`src/rtl/pc_sequencer_pkg.sv`:
```
// ----------------------------------------------------------------------------
// pc_sequencer_pkg
// Shared types and constants for the program-counter / next-PC stage of the
// 8-bit single-cycle core.
//   PC_W       : PC width; the instruction address space is 2**PC_W words.
//   LUT_AW     : branch-LUT index width; the LUT has 2**LUT_AW entries.
//   pc_t       : program-counter word.
//   lut_idx_t  : branch-LUT index taken from the instruction.
//   pc_state_t : sequencer state (IDLE / RUN / HALT).
// ----------------------------------------------------------------------------
package pc_sequencer_pkg;

  localparam int PC_W   = 10;
  localparam int LUT_AW = 5;

  typedef logic [PC_W-1:0]   pc_t;
  typedef logic [LUT_AW-1:0] lut_idx_t;

  typedef enum logic [1:0] {
    IDLE = 2'd0,
    RUN  = 2'd1,
    HALT = 2'd2
  } pc_state_t;

  // Highest fetch address; stepping past it rolls the PC over to 0.
  localparam pc_t PC_MAX = '1;

  // Sequential step, naturally modulo 2**PC_W because of the result width.
  function automatic pc_t pc_incr(input pc_t pc);
    return pc + pc_t'(1);
  endfunction

  // True when a sequential step from this PC wraps back to address 0.
  function automatic logic pc_wraps(input pc_t pc);
    return (pc == PC_MAX);
  endfunction

endpackage

```
`src/rtl/pc_sequencer_if.sv`:
```
// ----------------------------------------------------------------------------
// pc_sequencer_if
// Bundle between the decode/execute side of the core and the PC sequencer.
//   start, start_addr : program launch request and first address.
//   stall             : memory wait, freezes the sequencer for a cycle.
//   halt, branch_en   : decoded halt / bne at the current PC.
//   alu_zero          : ALU zero flag (1 = bne taken).
//   target_idx        : branch-LUT index from the instruction.
//   pc                : registered fetch address.
//   fetch_valid       : high while running.
//   done              : high while halted.
//   wrap_err          : sticky PC rollover indication.
// Modports: master = core side (drives controls), slave = sequencer.
// ----------------------------------------------------------------------------
interface pc_sequencer_if;
  import pc_sequencer_pkg::*;

  logic     start;
  pc_t      start_addr;
  logic     stall;
  logic     halt;
  logic     branch_en;
  logic     alu_zero;
  lut_idx_t target_idx;
  pc_t      pc;
  logic     fetch_valid;
  logic     done;
  logic     wrap_err;

  modport master (
    output start, start_addr, stall, halt, branch_en, alu_zero, target_idx,
    input  pc, fetch_valid, done, wrap_err
  );

  modport slave (
    input  start, start_addr, stall, halt, branch_en, alu_zero, target_idx,
    output pc, fetch_valid, done, wrap_err
  );

endinterface

```
`src/rtl/pc_sequencer_branch_lut.sv`:
```
// ----------------------------------------------------------------------------
// branch_lut
// Constant ROM of absolute branch targets for the loaded program. This is the
// one place to edit branch addresses; any index not listed returns 0.
//   i_target_idx : LUT index from the instruction.
//   o_target     : absolute branch target address.
// ----------------------------------------------------------------------------
module branch_lut
  import pc_sequencer_pkg::*;
(
  input  lut_idx_t i_target_idx,
  output pc_t      o_target
);

  always_comb begin
    o_target = '0;
    case (i_target_idx)
      lut_idx_t'(1):  o_target = pc_t'(50);
      lut_idx_t'(3):  o_target = pc_t'(200);
      lut_idx_t'(9):  o_target = pc_t'(1023);
      lut_idx_t'(31): o_target = pc_t'(5);
      default:        o_target = '0;
    endcase
  end

endmodule

```
`src/rtl/pc_sequencer.sv`:
```
// ----------------------------------------------------------------------------
// pc_sequencer
// Program counter and run/halt sequencing for the single-cycle core. Provides
// the fetch address each cycle and resolves bne from the ALU zero flag in the
// same cycle; the new PC appears one clock later, with no delay slot.
//   clk   : system clock, rising edge.
//   rst_n : asynchronous active-low reset.
//   bus   : pc_sequencer_if.slave (controls in, pc/status out).
// ----------------------------------------------------------------------------
module pc_sequencer
  import pc_sequencer_pkg::*;
(
  input  logic           clk,
  input  logic           rst_n,
  pc_sequencer_if.slave  bus
);

  pc_state_t r_state;
  pc_t       r_pc;
  logic      r_fetch_valid;
  logic      r_done;
  logic      r_wrap_err;

  pc_state_t w_state_nxt;
  pc_t       w_pc_nxt;
  pc_t       w_target;
  logic      w_wrap_set;
  logic      w_wrap_clr;

  branch_lut u_branch_lut (
    .i_target_idx (bus.target_idx),
    .o_target     (w_target)
  );

  // Next-PC / next-state mux. In RUN: stall > halt > taken bne > pc+1.
  always_comb begin
    w_state_nxt = r_state;
    w_pc_nxt    = r_pc;
    w_wrap_set  = 1'b0;
    w_wrap_clr  = 1'b0;
    case (r_state)
      IDLE, HALT: begin
        if (bus.start) begin
          w_state_nxt = RUN;
          w_pc_nxt    = bus.start_addr;
          w_wrap_clr  = 1'b1;
        end
      end
      RUN: begin
        if (!bus.stall) begin
          if (bus.halt) begin
            w_state_nxt = HALT;
          end else if (bus.branch_en && bus.alu_zero) begin
            // Absolute target: never counts as a rollover, even from PC_MAX.
            w_pc_nxt = w_target;
          end else begin
            w_pc_nxt   = pc_incr(r_pc);
            w_wrap_set = pc_wraps(r_pc);
          end
        end
      end
      default: begin
        w_state_nxt = IDLE;
      end
    endcase
  end

  // State register; status flags are registered from the next state so they
  // carry no combinational path from the inputs.
  always_ff @(posedge clk or negedge rst_n) begin
    if (!rst_n) begin
      r_state       <= IDLE;
      r_fetch_valid <= 1'b0;
      r_done        <= 1'b0;
    end else begin
      r_state       <= w_state_nxt;
      r_fetch_valid <= (w_state_nxt == RUN);
      r_done        <= (w_state_nxt == HALT);
    end
  end

  // PC and sticky wrap flag; a fresh program launch clears the flag.
  always_ff @(posedge clk or negedge rst_n) begin
    if (!rst_n) begin
      r_pc       <= '0;
      r_wrap_err <= 1'b0;
    end else begin
      r_pc <= w_pc_nxt;
      if (w_wrap_clr) begin
        r_wrap_err <= 1'b0;
      end else if (w_wrap_set) begin
        r_wrap_err <= 1'b1;
      end
    end
  end

  assign bus.pc          = r_pc;
  assign bus.fetch_valid = r_fetch_valid;
  assign bus.done        = r_done;
  assign bus.wrap_err    = r_wrap_err;

endmodule

```
`src/flat_wrapper.sv`:
```
// flat-port wrapper written by rule: the top's interface ports become plain ports
module pc_sequencer_flat import pc_sequencer_pkg::*;
  (clk, rst_n, bus_start, bus_start_addr, bus_stall, bus_halt, bus_branch_en, bus_alu_zero, bus_target_idx, bus_pc, bus_fetch_valid, bus_done, bus_wrap_err);
  pc_sequencer_if bus_i ();
  input  logic clk;
  input  logic rst_n;
  input wire logic [$bits(bus_i.start)-1:0] bus_start;
  input wire logic [$bits(bus_i.start_addr)-1:0] bus_start_addr;
  input wire logic [$bits(bus_i.stall)-1:0] bus_stall;
  input wire logic [$bits(bus_i.halt)-1:0] bus_halt;
  input wire logic [$bits(bus_i.branch_en)-1:0] bus_branch_en;
  input wire logic [$bits(bus_i.alu_zero)-1:0] bus_alu_zero;
  input wire logic [$bits(bus_i.target_idx)-1:0] bus_target_idx;
  output wire logic [$bits(bus_i.pc)-1:0] bus_pc;
  output wire logic [$bits(bus_i.fetch_valid)-1:0] bus_fetch_valid;
  output wire logic [$bits(bus_i.done)-1:0] bus_done;
  output wire logic [$bits(bus_i.wrap_err)-1:0] bus_wrap_err;
  assign bus_i.start = bus_start;
  assign bus_i.start_addr = bus_start_addr;
  assign bus_i.stall = bus_stall;
  assign bus_i.halt = bus_halt;
  assign bus_i.branch_en = bus_branch_en;
  assign bus_i.alu_zero = bus_alu_zero;
  assign bus_i.target_idx = bus_target_idx;
  assign bus_pc = bus_i.pc;
  assign bus_fetch_valid = bus_i.fetch_valid;
  assign bus_done = bus_i.done;
  assign bus_wrap_err = bus_i.wrap_err;
  pc_sequencer u_core (.clk(clk), .rst_n(rst_n), .bus(bus_i));
endmodule
```
`config.mk`:
```
export PLATFORM = sky130hd
export DESIGN_NAME = pc_sequencer_flat
export DESIGN_NICKNAME = d
export VERILOG_FILES = /design/src/rtl/pc_sequencer_pkg.sv /design/src/rtl/pc_sequencer_if.sv /design/src/rtl/pc_sequencer_branch_lut.sv /design/src/rtl/pc_sequencer.sv /design/src/flat_wrapper.sv
export SDC_FILE = /design/constraint.sdc
export NUM_CORES = 1
export LEC_CHECK = 0
export BUFFER_PORTS_ARGS = -buffer_cell sky130_fd_sc_hd__buf_4
export CORE_MARGIN = 3
export CORE_UTILIZATION = 45
export DETAILED_ROUTE_END_ITERATION = 10
export MAX_ROUTING_LAYER = met4
export PLACE_DENSITY = 0.79
export SLEW_MARGIN = 15
export SYNTH_ARGS = -nofsm -noshare
export SYNTH_HDL_FRONTEND = slang
export SYNTH_SLANG_ARGS = --single-unit
```
`constraint.sdc`:
```
create_clock -name clk -period 2.99 [get_ports clk]
set_input_delay 0.299 -clock clk [delete_from_list [all_inputs] [get_ports clk]]
set_output_delay 0.299 -clock clk [all_outputs]
set_load 0.05 [all_outputs]
```
Word level (Yosys, flattened, before mapping). Index checks and enable logic that the tools add are counted.

Reduce and logical (&&, ||, !) cells: 6. Add/sub/neg operators: 1. Muxes and demuxes: 18. Eq/ne operators: 12.

Operator list (number): $mux 10 (4); $pmux 10 s4 (1); $pmux 10 s2 (1); $add 10x1->10 const B (1); $eq 10x10->1 const B (1); $mux 1 (8); $mux 2 (3); $ne 2x2->1 const B (3); $eq 5x1->1 const B (1); $eq 5x2->1 const B (1); $eq 5x4->1 const B (1); $eq 5x5->1 const B (1); $eq 2x1->1 const B (2); $eq 2x2->1 const B (2); $pmux 2 s2 (1); $reduce_and 4->1 (1); $reduce_bool 2->1 (2); $logic_not 2->1 (1); $reduce_or 2->1 (1); $logic_and 1x1->1 (1).

Input bits: 22. Bits in registers: 15. Logic and storage cells: 42. Output and inout bits: 13.

Longest topological paths before layout.
Depth after elaboration: 7. Depth in mapped cells: 5. Gate-level depth less buffers: 5.

Modules after synthesis. From an unflattened synthesis, not the netlist that was laid out.

Cells, all modules: 116. Area total of the unflattened synthesis: 1028.5 µm².

By module, submodules not included: pc_sequencer (instances 1, cells an instance 102, area an instance 924.6 µm²); branch_lut (instances 1, cells an instance 14, area an instance 103.8 µm²).

Least setup slack after synthesis. OpenSTA, ideal clock, no wires.

Path kind: register to register. Start: register u_core.r_pc[0] (netlist: u_core.bus.pc[0]). End: register u_core.r_pc[6] (netlist: u_core.bus.pc[6]). Buffers on the path: 0. Arrival time: 1.668 ns. Slack: 1.218 ns. Period minus slack after synthesis: 1.772 ns. Cell stages (with the launch flop): 6. Cell sequence: dfrtp_1 > ha_1 > and4_2 > and3_1 > o21ai_0 > a221oi_1.

Longest elaborated chain between the ends: 5.

RTL lines: from (decl) (RTL line pc_sequencer.sv:19) `pc_t r_pc;`; from (signal assigned) (RTL line pc_sequencer.sv:88) `r_pc <= w_pc_nxt;`; $add 10x1->10 (RTL line pc_sequencer_pkg.sv:30) `return pc + pc_t'(1);`; $mux 10 (RTL line pc_sequencer.sv:53) `end else if (bus.branch_en && bus.alu_zero) begin`; $mux 10 (RTL line pc_sequencer.sv:51) `if (bus.halt) begin`; $mux 10 (RTL line pc_sequencer.sv:50) `if (!bus.stall) begin`; $pmux 10 s2 (RTL line pc_sequencer.sv:41) `case (r_state)`.

Every way passes these cells. The select of a mux whose other input is x is not followed. A chain may end at the register's enable or synchronous reset.

Worst setup path after layout.
Start: register u_core.r_state[0]. End: register u_core.r_pc[5] (netlist: u_core.bus.pc[5]).

Longest elaborated chain between the ends: 4. Elaborated cells on any way between the ends: 10.

RTL lines: from (decl) (RTL line pc_sequencer.sv:18) `pc_state_t r_state;`; from (signal assigned) (RTL line pc_sequencer.sv:76) `r_state <= w_state_nxt;`; $eq 2x2->1 or $logic_not 2->1 (tied branches) (RTL line pc_sequencer.sv:41); $reduce_or 2->1 (RTL line pc_sequencer.sv:41); $ne 2x2->1 (no source line) or $reduce_bool 2->1 (tied branches); $reduce_and 4->1 (no source line).

Several ways; a longest one is shown, not always the timed one.

==> run metrics <==
Comb pwr share between 60% and 70%; Slew HR ~39%; Routed Wire Length between 2000 and 3000 um; Inserted Clock Buffers 3; global-route total usage across every layer between 20 and 25%; synth cell count leaders dfrtp_1, nand2_1, o21ai_0; router iterations before antenna repair 4; number of synthesized flops with an enable pin 0; routed vias 1,020; CTS Sinks 15; crit path kind register to register; CTS Buffer Depth 2; Yosys cell types 44; DRC 0; most area-consuming cells after synthesis dfrtp_1, o21ai_0, nor3_1, nand2_1, nor2_1; Post-DRT Antenna Nets 0; Mapped Area slightly below 0.001 mm^2; Synthesized Nets around 130; hpwl dp approximately 2000 um; port bufs 34; Worst-path clk slew approximately 0.090 ns; number of post-CTS setup repair buffers 0; Worst-Skew Late Latency 0.28 ns; via/cell ratio just under 6; post-synth top area cell dfrtp_1; Rows 16; Seq cells post-synth 15; unrepaired setup endpoints after global routing false; first-pass GRT wire length 4370 um; Int Power 0.631 mW; setup tns final 0 ns; num ports 35; worst hold path class primary input to register; Register Area about 380 um^2; vias in the first global route roughly 910; Final period util around 60%; status completed; Synth Warn # 0; clock period minus worst slack 1.82 ns; r2r worst-path depth 4; initial antenna violation count 0; P_sw approximately 0.74 mW; initial DRC count 37; WL/cell about 15 um; post-cts sizing count 0; clock share of power ~8.4%; Tightest Pin Transition around 0.91 ns; die area 0.00277 mm^2; CP required 3.21 ns; count leader, synth dfrtp_1; reg2reg end u_core.bus.pc[5]; min-delay src bus_start_addr[9]; Hold Slack roughly 0.3 ns; area of the multi-input gates roughly 580 um^2; maxcap violations 0; area grow syn2layout 31.3%; worst clock skew 0.00463 ns; Finish-stage setup viols 0; DIE WIDTH approximately 53 um; total grt overflow 0; sequential power share between 30% and 40%; leak pwr 0.586 nW; CP Launch Type register; CTS tree built; Hold EP u_core.bus.pc[9]; Initial Utilization 48.9%; Die Y approximately 53 um; internal reg-to-reg setup slack around 1.2 ns; Setup crit end kind register; Final Max Slew Viols 0; sequential area share after synthesis a little under two fifths; switching part of the total about 54%; asr flop ratio synth 100%; routability cong. 0.878; pin count of the biggest net entering global routing 16; Nets roughly 170; share of layout cells above drive strength 1 between 30 and 40%; fmax 549 MHz; Ant. Diodes 0; # hold bufs at CTS 1; most used flip-flop cell after synthesis dfrtp_1; Cell Pwr Density around 1100 mW/mm^2; syn avg cell area between 8 and 9 um^2; clk root buf clkbuf_4; CP Max Fanout 12; VDD IR max around 0.81 mV; fillers 195; core area approximately 0.0020 mm^2; cell count after synthesis 111; top-area cell type share of the netlist area 38.4%; Worst Hold Depth 3; htree depth 1; Final Hold Fails 0; FF-to-FF Start u_core.r_state[0]; arrival time worst endpoint between 2 and 2.5 ns
## worst max path at each step
stage,depth (start not counted),from,end,slack (ns)
after CTS,4,u_core.r_state[0],u_core.bus.pc[5],1.24
final,4,u_core.r_state[0],u_core.bus.pc[5],1.17
after global placement,4,u_core.r_state[0],u_core.bus.pc[5],1.40
after global routing,4,u_core.r_state[0],u_core.bus.pc[5],1.02
after detailed placement,4,u_core.r_state[0],u_core.bus.pc[5],1.27
after floorplan,5,u_core.bus.pc[0],u_core.bus.pc[6],1.22
## sequential cells by signal, indices dropped and copies added (netlist names)
signal and cells:
u_core.bus.pc 10, u_core.r_state 2, u_core.bus.done 1, u_core.bus.fetch_valid 1
u_core.bus.wrap_err 1
## critical path: stages (launching register included)
cell	delay, ns
dfrtp_1	0.43
nor2b_1	0.75
nor2_1	0.14
o31ai_1	0.29
a21o_1	0.16
## layout make-up
class / count / share of cell area (%)
clock buffers: 4 / 2.04
inverters: 2 / 0.584
multi-input cells: 91 / 44.9
flip-flops and latches: 15 / 29.2
well taps: 27 / 2.63
repair buffers: 35 / 20.6
## metrics by stage
stage	cell area, um^2	util [%]	power [mW]	worst slack, ns	std cells
after floorplan	978	-	1.01	1.22	111
after global placement	1250	62.4	1.24	1.40	169
after detailed placement	1250	62.4	1.26	1.27	169
after CTS	1280	64.2	1.38	1.24	174
after global routing	1280	64.2	1.47	1.02	174
final	1280	64.2	1.37	1.17	174
## placed cells by master, fill, tap and decap left out, drive strengths merged, types with 2 or more instances in the layout
cell	instances
a211oi	2
a21oi	5
a221oi	2
a22o	2
a22oi	2
a31oi	2
and3	3
buf	34
clkbuf	4
dfrtp	15
inv	2
nand2	12
nand2b	2
nand3	3
nand4	2
nor2	9
nor2b	2
nor3	9
o21ai	11
o22ai	2
o31ai	2
## kinds of logic after synthesis
family	Yosys count	synth area share [%]
AOI/OAI and AO/OA	39	27.2
xor gates and xnor gates	2	1.79
adders and majority gates	1	1.28
buffers and inverters	5	2.69
DFF	15	38.4
and+or+nand+nor	49	28.6
## power by group through the flow
stage               clock network [mW]  registers [mW]  logic (mW)
floorplan                            0           0.663       0.352
global placement                     0           0.411       0.825
detailed placement                   0           0.418       0.838
CTS                              0.122           0.413       0.842
global route                     0.132           0.433       0.910
finish                           0.115           0.416       0.843
## routing by layer
metal / share of wire, % / track usage [%] / vias up
met2: 46 / 31.6 / 44
met4: 1.2 / 7.66 / 0
met3: 7.7 / 2.56 / 4
met5: 0 / - / -
li1: - / - / 497
met1: 45 / 30.8 / 475
Note: power is estimated with default switching activity, not from simulation.
